**src/rtl/periph_bus_pkg.sv**
```systemverilog
// Shared definitions for the peripheral register bus.
// Contents: address/data widths, register offsets, highest mapped address,
// bus-master FSM state encoding and an address legality helper.
package periph_bus_pkg;

  localparam int unsigned AW = 5;
  localparam int unsigned DW = 32;

  // Register byte offsets on the peripheral bus.
  localparam logic [AW-1:0] DIN    = 5'd0;
  localparam logic [AW-1:0] DOUT   = 5'd4;
  localparam logic [AW-1:0] TIMER0 = 5'd8;
  localparam logic [AW-1:0] TIMER1 = 5'd12;
  localparam logic [AW-1:0] PWM0   = 5'd16;
  localparam logic [AW-1:0] OUTM   = 5'd20;
  localparam logic [AW-1:0] SEG7   = 5'd24;
  localparam logic [AW-1:0] A_MAX  = SEG7;

  typedef enum logic [1:0] {
    StIdle,
    StIssue,
    StResp
  } state_e;

  // Word-aligned and within the mapped register range.
  function automatic logic addr_ok(input logic [AW-1:0] a);
    return (a[1:0] == 2'b00) && (a <= A_MAX);
  endfunction

endpackage

```
**src/rtl/periph_bus_master_if.sv**
```systemverilog
// Signal bundle for periph_bus_master.
// master modport: the bus master's view (command in, response out, bus out, RD in).
// slave modport : the opposite view, used by the command source / bus target side.
interface periph_bus_master_if;
  import periph_bus_pkg::*;

  logic          cmd_valid;
  logic          cmd_ready;
  logic [AW-1:0] cmd_addr;
  logic [DW-1:0] cmd_wdata;
  logic          cmd_we;
  logic [3:0]    cmd_len;

  logic          rsp_valid;
  logic          rsp_ready;
  logic [DW-1:0] rsp_rdata;
  logic          rsp_err;
  logic          rsp_last;

  logic [AW-1:0] A;
  logic [DW-1:0] WD;
  logic          WE;
  logic [DW-1:0] RD;

  logic          busy;

  modport master (
    input  cmd_valid, cmd_addr, cmd_wdata, cmd_we, cmd_len,
    output cmd_ready,
    output rsp_valid, rsp_rdata, rsp_err, rsp_last,
    input  rsp_ready,
    output A, WD, WE,
    input  RD,
    output busy
  );

  modport slave (
    output cmd_valid, cmd_addr, cmd_wdata, cmd_we, cmd_len,
    input  cmd_ready,
    input  rsp_valid, rsp_rdata, rsp_err, rsp_last,
    output rsp_ready,
    input  A, WD, WE,
    output RD,
    input  busy
  );

endinterface

```
**src/rtl/periph_bus_master.sv**
```systemverilog
// Peripheral bus initiator: accepts single/burst commands, issues one bus beat
// at a time (one ISSUE cycle each) and returns one response per beat.
// Ports: clk, rst (async, active-high), bus (periph_bus_master_if.master):
//   cmd_* handshake in, rsp_* handshake out, A/WD/WE/RD word bus, busy.
// Optional macro PERIPH_BUS_MASTER_ADDR_CHECK_EN: reject unaligned or unmapped
// beats (no WE, rdata 0, rsp_err 1); otherwise every beat is issued, rsp_err=0.
module periph_bus_master
  import periph_bus_pkg::*;
(
  input logic                  clk,
  input logic                  rst,
  periph_bus_master_if.master  bus
);

  state_e        state_q, state_d;
  logic [AW-1:0] addr_q, addr_d;
  logic [DW-1:0] wdata_q, wdata_d;
  logic          we_q, we_d;
  logic [3:0]    remaining_q, remaining_d;
  logic [DW-1:0] rdata_q, rdata_d;
  logic          last_q, last_d;
  logic          beat_ok;

`ifdef PERIPH_BUS_MASTER_ADDR_CHECK_EN
  logic err_q, err_d;
  assign beat_ok     = addr_ok(addr_q);
  assign bus.rsp_err = err_q;
`else
  assign beat_ok     = 1'b1;
  assign bus.rsp_err = 1'b0;
`endif

  always_ff @(posedge clk or posedge rst) begin
    if (rst) begin
      state_q     <= StIdle;
      addr_q      <= '0;
      wdata_q     <= '0;
      we_q        <= 1'b0;
      remaining_q <= '0;
      rdata_q     <= '0;
      last_q      <= 1'b0;
`ifdef PERIPH_BUS_MASTER_ADDR_CHECK_EN
      err_q       <= 1'b0;
`endif
    end else begin
      state_q     <= state_d;
      addr_q      <= addr_d;
      wdata_q     <= wdata_d;
      we_q        <= we_d;
      remaining_q <= remaining_d;
      rdata_q     <= rdata_d;
      last_q      <= last_d;
`ifdef PERIPH_BUS_MASTER_ADDR_CHECK_EN
      err_q       <= err_d;
`endif
    end
  end

  always_comb begin
    state_d     = state_q;
    addr_d      = addr_q;
    wdata_d     = wdata_q;
    we_d        = we_q;
    remaining_d = remaining_q;
    rdata_d     = rdata_q;
    last_d      = last_q;
`ifdef PERIPH_BUS_MASTER_ADDR_CHECK_EN
    err_d       = err_q;
`endif
    unique case (state_q)
      StIdle: begin
        if (bus.cmd_valid) begin
          addr_d      = bus.cmd_addr;
          wdata_d     = bus.cmd_wdata;
          we_d        = bus.cmd_we;
          remaining_d = bus.cmd_len;
          state_d     = StIssue;
        end
      end
      StIssue: begin
        // Writes and rejected beats return zero; reads capture the settled RD.
        rdata_d = (we_q || !beat_ok) ? '0 : bus.RD;
        last_d  = (remaining_q == 4'd0);
`ifdef PERIPH_BUS_MASTER_ADDR_CHECK_EN
        err_d   = !beat_ok;
`endif
        state_d = StResp;
      end
      StResp: begin
        if (bus.rsp_ready) begin
          if (remaining_q == 4'd0) begin
            state_d = StIdle;
          end else begin
            addr_d      = addr_q + 5'd4;  // wraps modulo 32
            remaining_d = remaining_q - 4'd1;
            state_d     = StIssue;
          end
        end
      end
      default: state_d = StIdle;
    endcase
  end

  // cmd_ready is gated by rst so it reads 0 for the whole reset assertion.
  assign bus.cmd_ready = (state_q == StIdle) && !rst;
  assign bus.rsp_valid = (state_q == StResp);
  assign bus.rsp_rdata = rdata_q;
  assign bus.rsp_last  = last_q;
  assign bus.A         = addr_q;
  assign bus.WD        = wdata_q;
  assign bus.WE        = (state_q == StIssue) && we_q && beat_ok;
  assign bus.busy      = (state_q != StIdle);

endmodule

```
**src/flat_wrapper.sv**
```systemverilog
// flat-port wrapper written by rule: the top's interface ports become plain ports
module periph_bus_master_flat import periph_bus_pkg::*;
  (clk, rst, bus_cmd_valid, bus_cmd_addr, bus_cmd_wdata, bus_cmd_we, bus_cmd_len, bus_cmd_ready, bus_rsp_valid, bus_rsp_rdata, bus_rsp_err, bus_rsp_last, bus_rsp_ready, bus_A, bus_WD, bus_WE, bus_RD, bus_busy);
  periph_bus_master_if bus_i ();
  input logic clk;
  input logic rst;
  input wire logic [$bits(bus_i.cmd_valid)-1:0] bus_cmd_valid;
  input wire logic [$bits(bus_i.cmd_addr)-1:0] bus_cmd_addr;
  input wire logic [$bits(bus_i.cmd_wdata)-1:0] bus_cmd_wdata;
  input wire logic [$bits(bus_i.cmd_we)-1:0] bus_cmd_we;
  input wire logic [$bits(bus_i.cmd_len)-1:0] bus_cmd_len;
  output wire logic [$bits(bus_i.cmd_ready)-1:0] bus_cmd_ready;
  output wire logic [$bits(bus_i.rsp_valid)-1:0] bus_rsp_valid;
  output wire logic [$bits(bus_i.rsp_rdata)-1:0] bus_rsp_rdata;
  output wire logic [$bits(bus_i.rsp_err)-1:0] bus_rsp_err;
  output wire logic [$bits(bus_i.rsp_last)-1:0] bus_rsp_last;
  input wire logic [$bits(bus_i.rsp_ready)-1:0] bus_rsp_ready;
  output wire logic [$bits(bus_i.A)-1:0] bus_A;
  output wire logic [$bits(bus_i.WD)-1:0] bus_WD;
  output wire logic [$bits(bus_i.WE)-1:0] bus_WE;
  input wire logic [$bits(bus_i.RD)-1:0] bus_RD;
  output wire logic [$bits(bus_i.busy)-1:0] bus_busy;
  assign bus_i.cmd_valid = bus_cmd_valid;
  assign bus_i.cmd_addr = bus_cmd_addr;
  assign bus_i.cmd_wdata = bus_cmd_wdata;
  assign bus_i.cmd_we = bus_cmd_we;
  assign bus_i.cmd_len = bus_cmd_len;
  assign bus_cmd_ready = bus_i.cmd_ready;
  assign bus_rsp_valid = bus_i.rsp_valid;
  assign bus_rsp_rdata = bus_i.rsp_rdata;
  assign bus_rsp_err = bus_i.rsp_err;
  assign bus_rsp_last = bus_i.rsp_last;
  assign bus_i.rsp_ready = bus_rsp_ready;
  assign bus_A = bus_i.A;
  assign bus_WD = bus_i.WD;
  assign bus_WE = bus_i.WE;
  assign bus_i.RD = bus_RD;
  assign bus_busy = bus_i.busy;
  periph_bus_master u_core (.clk(clk), .rst(rst), .bus(bus_i));
endmodule
```
**config.mk**
```make
export PLATFORM = sky130hd
export DESIGN_NAME = periph_bus_master_flat
export DESIGN_NICKNAME = d
export VERILOG_FILES = /design/src/rtl/periph_bus_pkg.sv /design/src/rtl/periph_bus_master_if.sv /design/src/rtl/periph_bus_master.sv /design/src/flat_wrapper.sv
export SDC_FILE = /design/constraint.sdc
export NUM_CORES = 1
export LEC_CHECK = 0
export ABC_AREA = 1
export BUFFER_PORTS_ARGS = -buffer_cell sky130_fd_sc_hd__buf_2
export CAP_MARGIN = 15
export CORE_MARGIN = 2
export CORE_UTILIZATION = 42
export CTS_CLUSTER_SIZE = 30
export DETAILED_ROUTE_END_ITERATION = 12
export GPL_TIMING_DRIVEN = 0
export PLACE_DENSITY = 0.77
export SYNTH_ARGS = -nofsm -noshare
export SYNTH_HDL_FRONTEND = slang
export SYNTH_SLANG_ARGS = --single-unit
```
**constraint.sdc**
```tcl
create_clock -name clk -period 2.3 [get_ports clk]
set_input_delay 0.23 -clock clk [delete_from_list [all_inputs] [get_ports clk]]
set_output_delay 0.23 -clock clk [all_outputs]
set_load 0.02 [all_outputs]
```
* Word level (Yosys, flattened, before mapping) *
Cells that the tools add are included.

storage, ports and cells
  bits in registers = 77
  output and inout port bits = 75

cells by class
  $add $sub $neg = 2
  equal/unequal tests = 5
  mux-type cells = 13
  reductions and logical operators = 10

operators with widths
  cell                                                                      count
  32-bit two-way mux                                                        1
  5-bit two-way mux                                                         3
  4-bit two-way mux                                                         3
  5-bit case mux with 2 select lines                                        1
  4-bit case mux with 2 select lines                                        1
  2-bit case mux with 3 select lines                                        1
  5-bit by 3-bit adder with 5-bit output (second input constant)            1
  4-bit zero test                                                           1
  2-bit two-way mux                                                         2
  2-bit inequality test (second input constant)                             2
  2-bit AND reduction                                                       2
  4-bit AND reduction                                                       1
  2-bit nonzero test                                                        2
  4-bit by 1-bit subtractor with 4-bit output (second input constant)       1
  2-bit by 1-bit equality test with 1-bit output (second input constant)    1
  2-bit equality test (second input constant)                               1
  1-bit logical AND                                                         2
  2-bit zero test                                                           1
  2-bit by 1-bit inequality test with 1-bit output (second input constant)  1
  1-bit zero test                                                           1
  1-bit two-way mux                                                         1

* Logic depth before layout (Yosys ltp) *
  depth in word-level cells = 4
  mapped depth = 7

* Worst setup path after synthesis *
OpenSTA, ideal clock, no wires.

  kind = flip-flop to output port
  start = register u_core.state_q[0]
  end = output bus_WE
  arrival time = 1.202 ns
  setup slack = 0.868 ns
  cell stages (with the launch flop) = 6
  path buffers = 1
  cell sequence = dfrtp_1 > inv_1 > nor2_2 > inv_2 > buf_2 > nor2_1

on the way
  cells in the longest elaborated chain, start to end = 2

RTL lines
  item                                            RTL line                  text
  start, declared                                 periph_bus_master.sv:15   state_e state_q, state_d;
  start signal, assigned                          periph_bus_master.sv:35   state_q <= StIdle;
  start signal, assigned                          periph_bus_master.sv:46   state_q <= state_d;
  2-bit by 1-bit equality test with 1-bit output  periph_bus_master.sv:111  assign bus.WE = (state_q == StIssue) && we_q && beat_ok;
  1-bit logical AND                               periph_bus_master.sv:111
  end, declared                                   flat_wrapper.sv:20        output wire logic [$bits(bus_i.WE)-1:0] bus_WE;

Every way passes these cells.

* Final worst setup path *
Same ends and word-level chain as after synthesis.

==> results.yml <==
clock_tree:
  cts_resized: 0
  clockBufferDepth: 2
  cts-htree-levels: 3
  cts.sinks: 77
  cts_buffers: 9
  clock_latency_ps: 340
  cts_tree: "done"
  postCtsSetupBuffers: 0
  path_clk_slew_ps: 80
  cts_hold_buf: 1
  clockRootBuffer: "clkbuf_8"
sta:
  hold_violations: 0
  hold_ws_ps: 116
  fmax_mhz: 509
  fin_crit_ps: 1960
  finClkSkew_ps: 9.03
  finalMaxSlewViolations: 0
  rsz0062_at_grt: "no"
  timing.final.crit_share_pct: 85.3
  setup_viol: 0
  tns_ps: 0
pwr:
  leakage_nw: 2.58
  clockPowerShare_pct: 17.7
  power.net_switching_mw: 2.84
  power_density_mw_per_mm2: 1470
  p_total_mw: 6.36
  netSwitchingFraction_pct: 44.6
  internal-power_mw: 3.52
  seqPwrFrac_pct: 36.5
  max-vdd-ir-drop_v: 0.000694
  power_frac_comb_pct: 45.8
run:
  max-cap-violations: 0
place:
  post-place-cells: 622
  hpwl_um: 6310
  io_buffers: 150
  place.gp.congestion: 0.762
worst_setup_path:
  reg2reg_depth: 7
  path_delay_family: "buffers and inverters"
  reg2reg_slack_ps: 840
  crit_path_end_kind: "output pin"
  slowest_delay_ps: 420
  worstPathCellList: "inv_1 > nor2_2 > inv_2 > buf_2 > nor2_1 > buf_2"
  worst_path_max_delay_cell: "dfrtp_1"
  cp_max_fo: 10
  critical_path_class: "reg -> out"
  required_ps: 2070
  r2r-end: "u_core.remaining_q[0]"
  path_buf_inv: 4
  critPathLaunchType: "flip-flop"
  arrival_ps: 1730
  cpMostUsedCell: "buf_2"
  r2r_start: "u_core.state_q[1]"
global_route:
  grt_pass1_vias: 2958
  antenna_found_initial: 0
  grt_pass1_wl_um: 13600
  overflow: 0
  grt.total_usage_pct: 20.6
  grt_max_degree: 42
routing:
  drt-initial-drc-count: 69
  drc: 0
  vias: 3095
  wl_met3_um: 670
  highest_layer: "met4"
  drtPass1Iterations: 6
  post_drt_via_cell_ratio: 4.84
  met2WireLength_um: 4010
  wl_met1_um: 3490
  ant_nets: 0
  drt-total-wl_um: 8270
  wire_per_inst_um: 12.9
synth:
  ys_ff_latch: 77
  syn_nets: 452
  netlist_area_mm2: 0.00320
  yosysWarnings: 0
  synth_top_area_share_pct: 60.1
  ys_types: 22
  yosysSeqAreaShare_pct: 60.1
  synth_top_cell_by_area: "dfrtp_1"
  yosys-top-cells-area: "dfrtp_1 60%, nand2_1 19%, nand3_1 11%, buf_2 2.0%, inv_1 1.3%"
  avgSynthCellArea_um2: 8.61
  synthCells: 372
finish:
  layout_common_cells: "163 x buf_2, 163 x nand2_1, 77 x dfrtp_1, 70 x nand3_1"
  utilization_pct: 59.1
  final_cells: 639
  n_fill_cell: 691
  fin_nets: 615
  diodes: 0
  areaGrowthSynthToFinish_pct: 35.3
  drive_gt1_share_pct: 35.0
floorplan:
  initial_core_util_pct: 43.7
  core_mm2: 0.00733
  num_rows: 31
  die_w_um: 91.3
  num_io_pins: 153
  fp.dieH_um: 91.3
  design.die.area_mm2: 0.00834
run_status:
  status: "finished, final reports clean"
worst_hold_path:
  min_to: "u_core.bus.rsp_rdata[16]"
  hp-class: "in -> reg"
  holdCritStartpoint: "bus_RD[16]"
  worst_hold_path.num_cells: 3
==> cell type report <==
cell class              instances  area, um^2  area share, %
plain buffers                  20        95.1           2.19
clock buffers                  10         138           3.17
clock inverters                 6        86.3           1.99
inverters                      14        57.6           1.33
multi-input cells             261        1130           26.0
flip-flops and latches         77        1930           44.4
well taps                      99         124           2.86
repair buffers                152         781           18.0
==> worst max-delay path by stage <==
stage	slack, ps	startpoint	end	cells after the start
floorplan	100	rst	u_core.bus.A[0]	1
global route	190	u_core.state_q[0]	bus_WE	6
global placement	-800	rst	u_core.bus.rsp_rdata[3]	2
CTS	280	u_core.state_q[0]	bus_WE	6
detailed placement	660	u_core.state_q[0]	bus_WE	6
finish	340	u_core.state_q[0]	bus_WE	6
==> synthesized netlist by cell type, drive strengths merged <==
cell / number
nand2: 165
dfrtp: 77
nand3: 70
buf: 14
inv: 13
nor2: 11
o21ai: 8
clkbuf: 6
a21oi: 2
ha: 2
clkinv: 1
conb: 1
nand3b: 1
o31ai: 1
==> per-layer routing <==
metal	up-vias	GRT usage [%]
met3	10	4.65
met4	0	6.94
met2	146	34.4
met1	1429	26.5
li1	1510	-
met5	-	0
==> through the flow <==
step	setup WS (ps)	area, um^2
detailed placement	663	4100
floorplan	103	3200
global route	186	4340
global placement	-799	4080
finish	337	4340
CTS	278	4340
==> state kept, by name (all words and copies together), names as in the netlist <==
name,count
u_core.bus.A,5
u_core.bus.rsp_last,1
u_core.we_q,1
u_core.bus.WD,32
u_core.remaining_q,4
u_core.state_q,2
u_core.bus.rsp_rdata,32
==> cells by family after synthesis <==
logic type               synth area share (%)
adder cells (fa/ha/maj)                 0.781
AO/OA/AOI/OAI                            1.80
buffers and inverters                    4.69
AND/OR/NAND/NOR                          32.5
other                                   0.117
flip-flops                               60.1
==> worst min-delay path, stage by stage <==
cell and delay, ps:
buf_2 70, nand3_1 60, nand2_1 50
==> power by group through the flow <==
stage          Sequential, mW  Clock (mW)  Combinational, mW
2_1_floorplan            2.98           0               1.24
3_3_place_gp             2.30           0               2.86
3_5_place_dp             2.33           0               2.96
4_1_cts                  2.32        1.15               2.96
5_1_grt                  2.40        1.20               3.24
6_report                 2.32        1.12               2.91
Power figures use the tool's default switching activity.
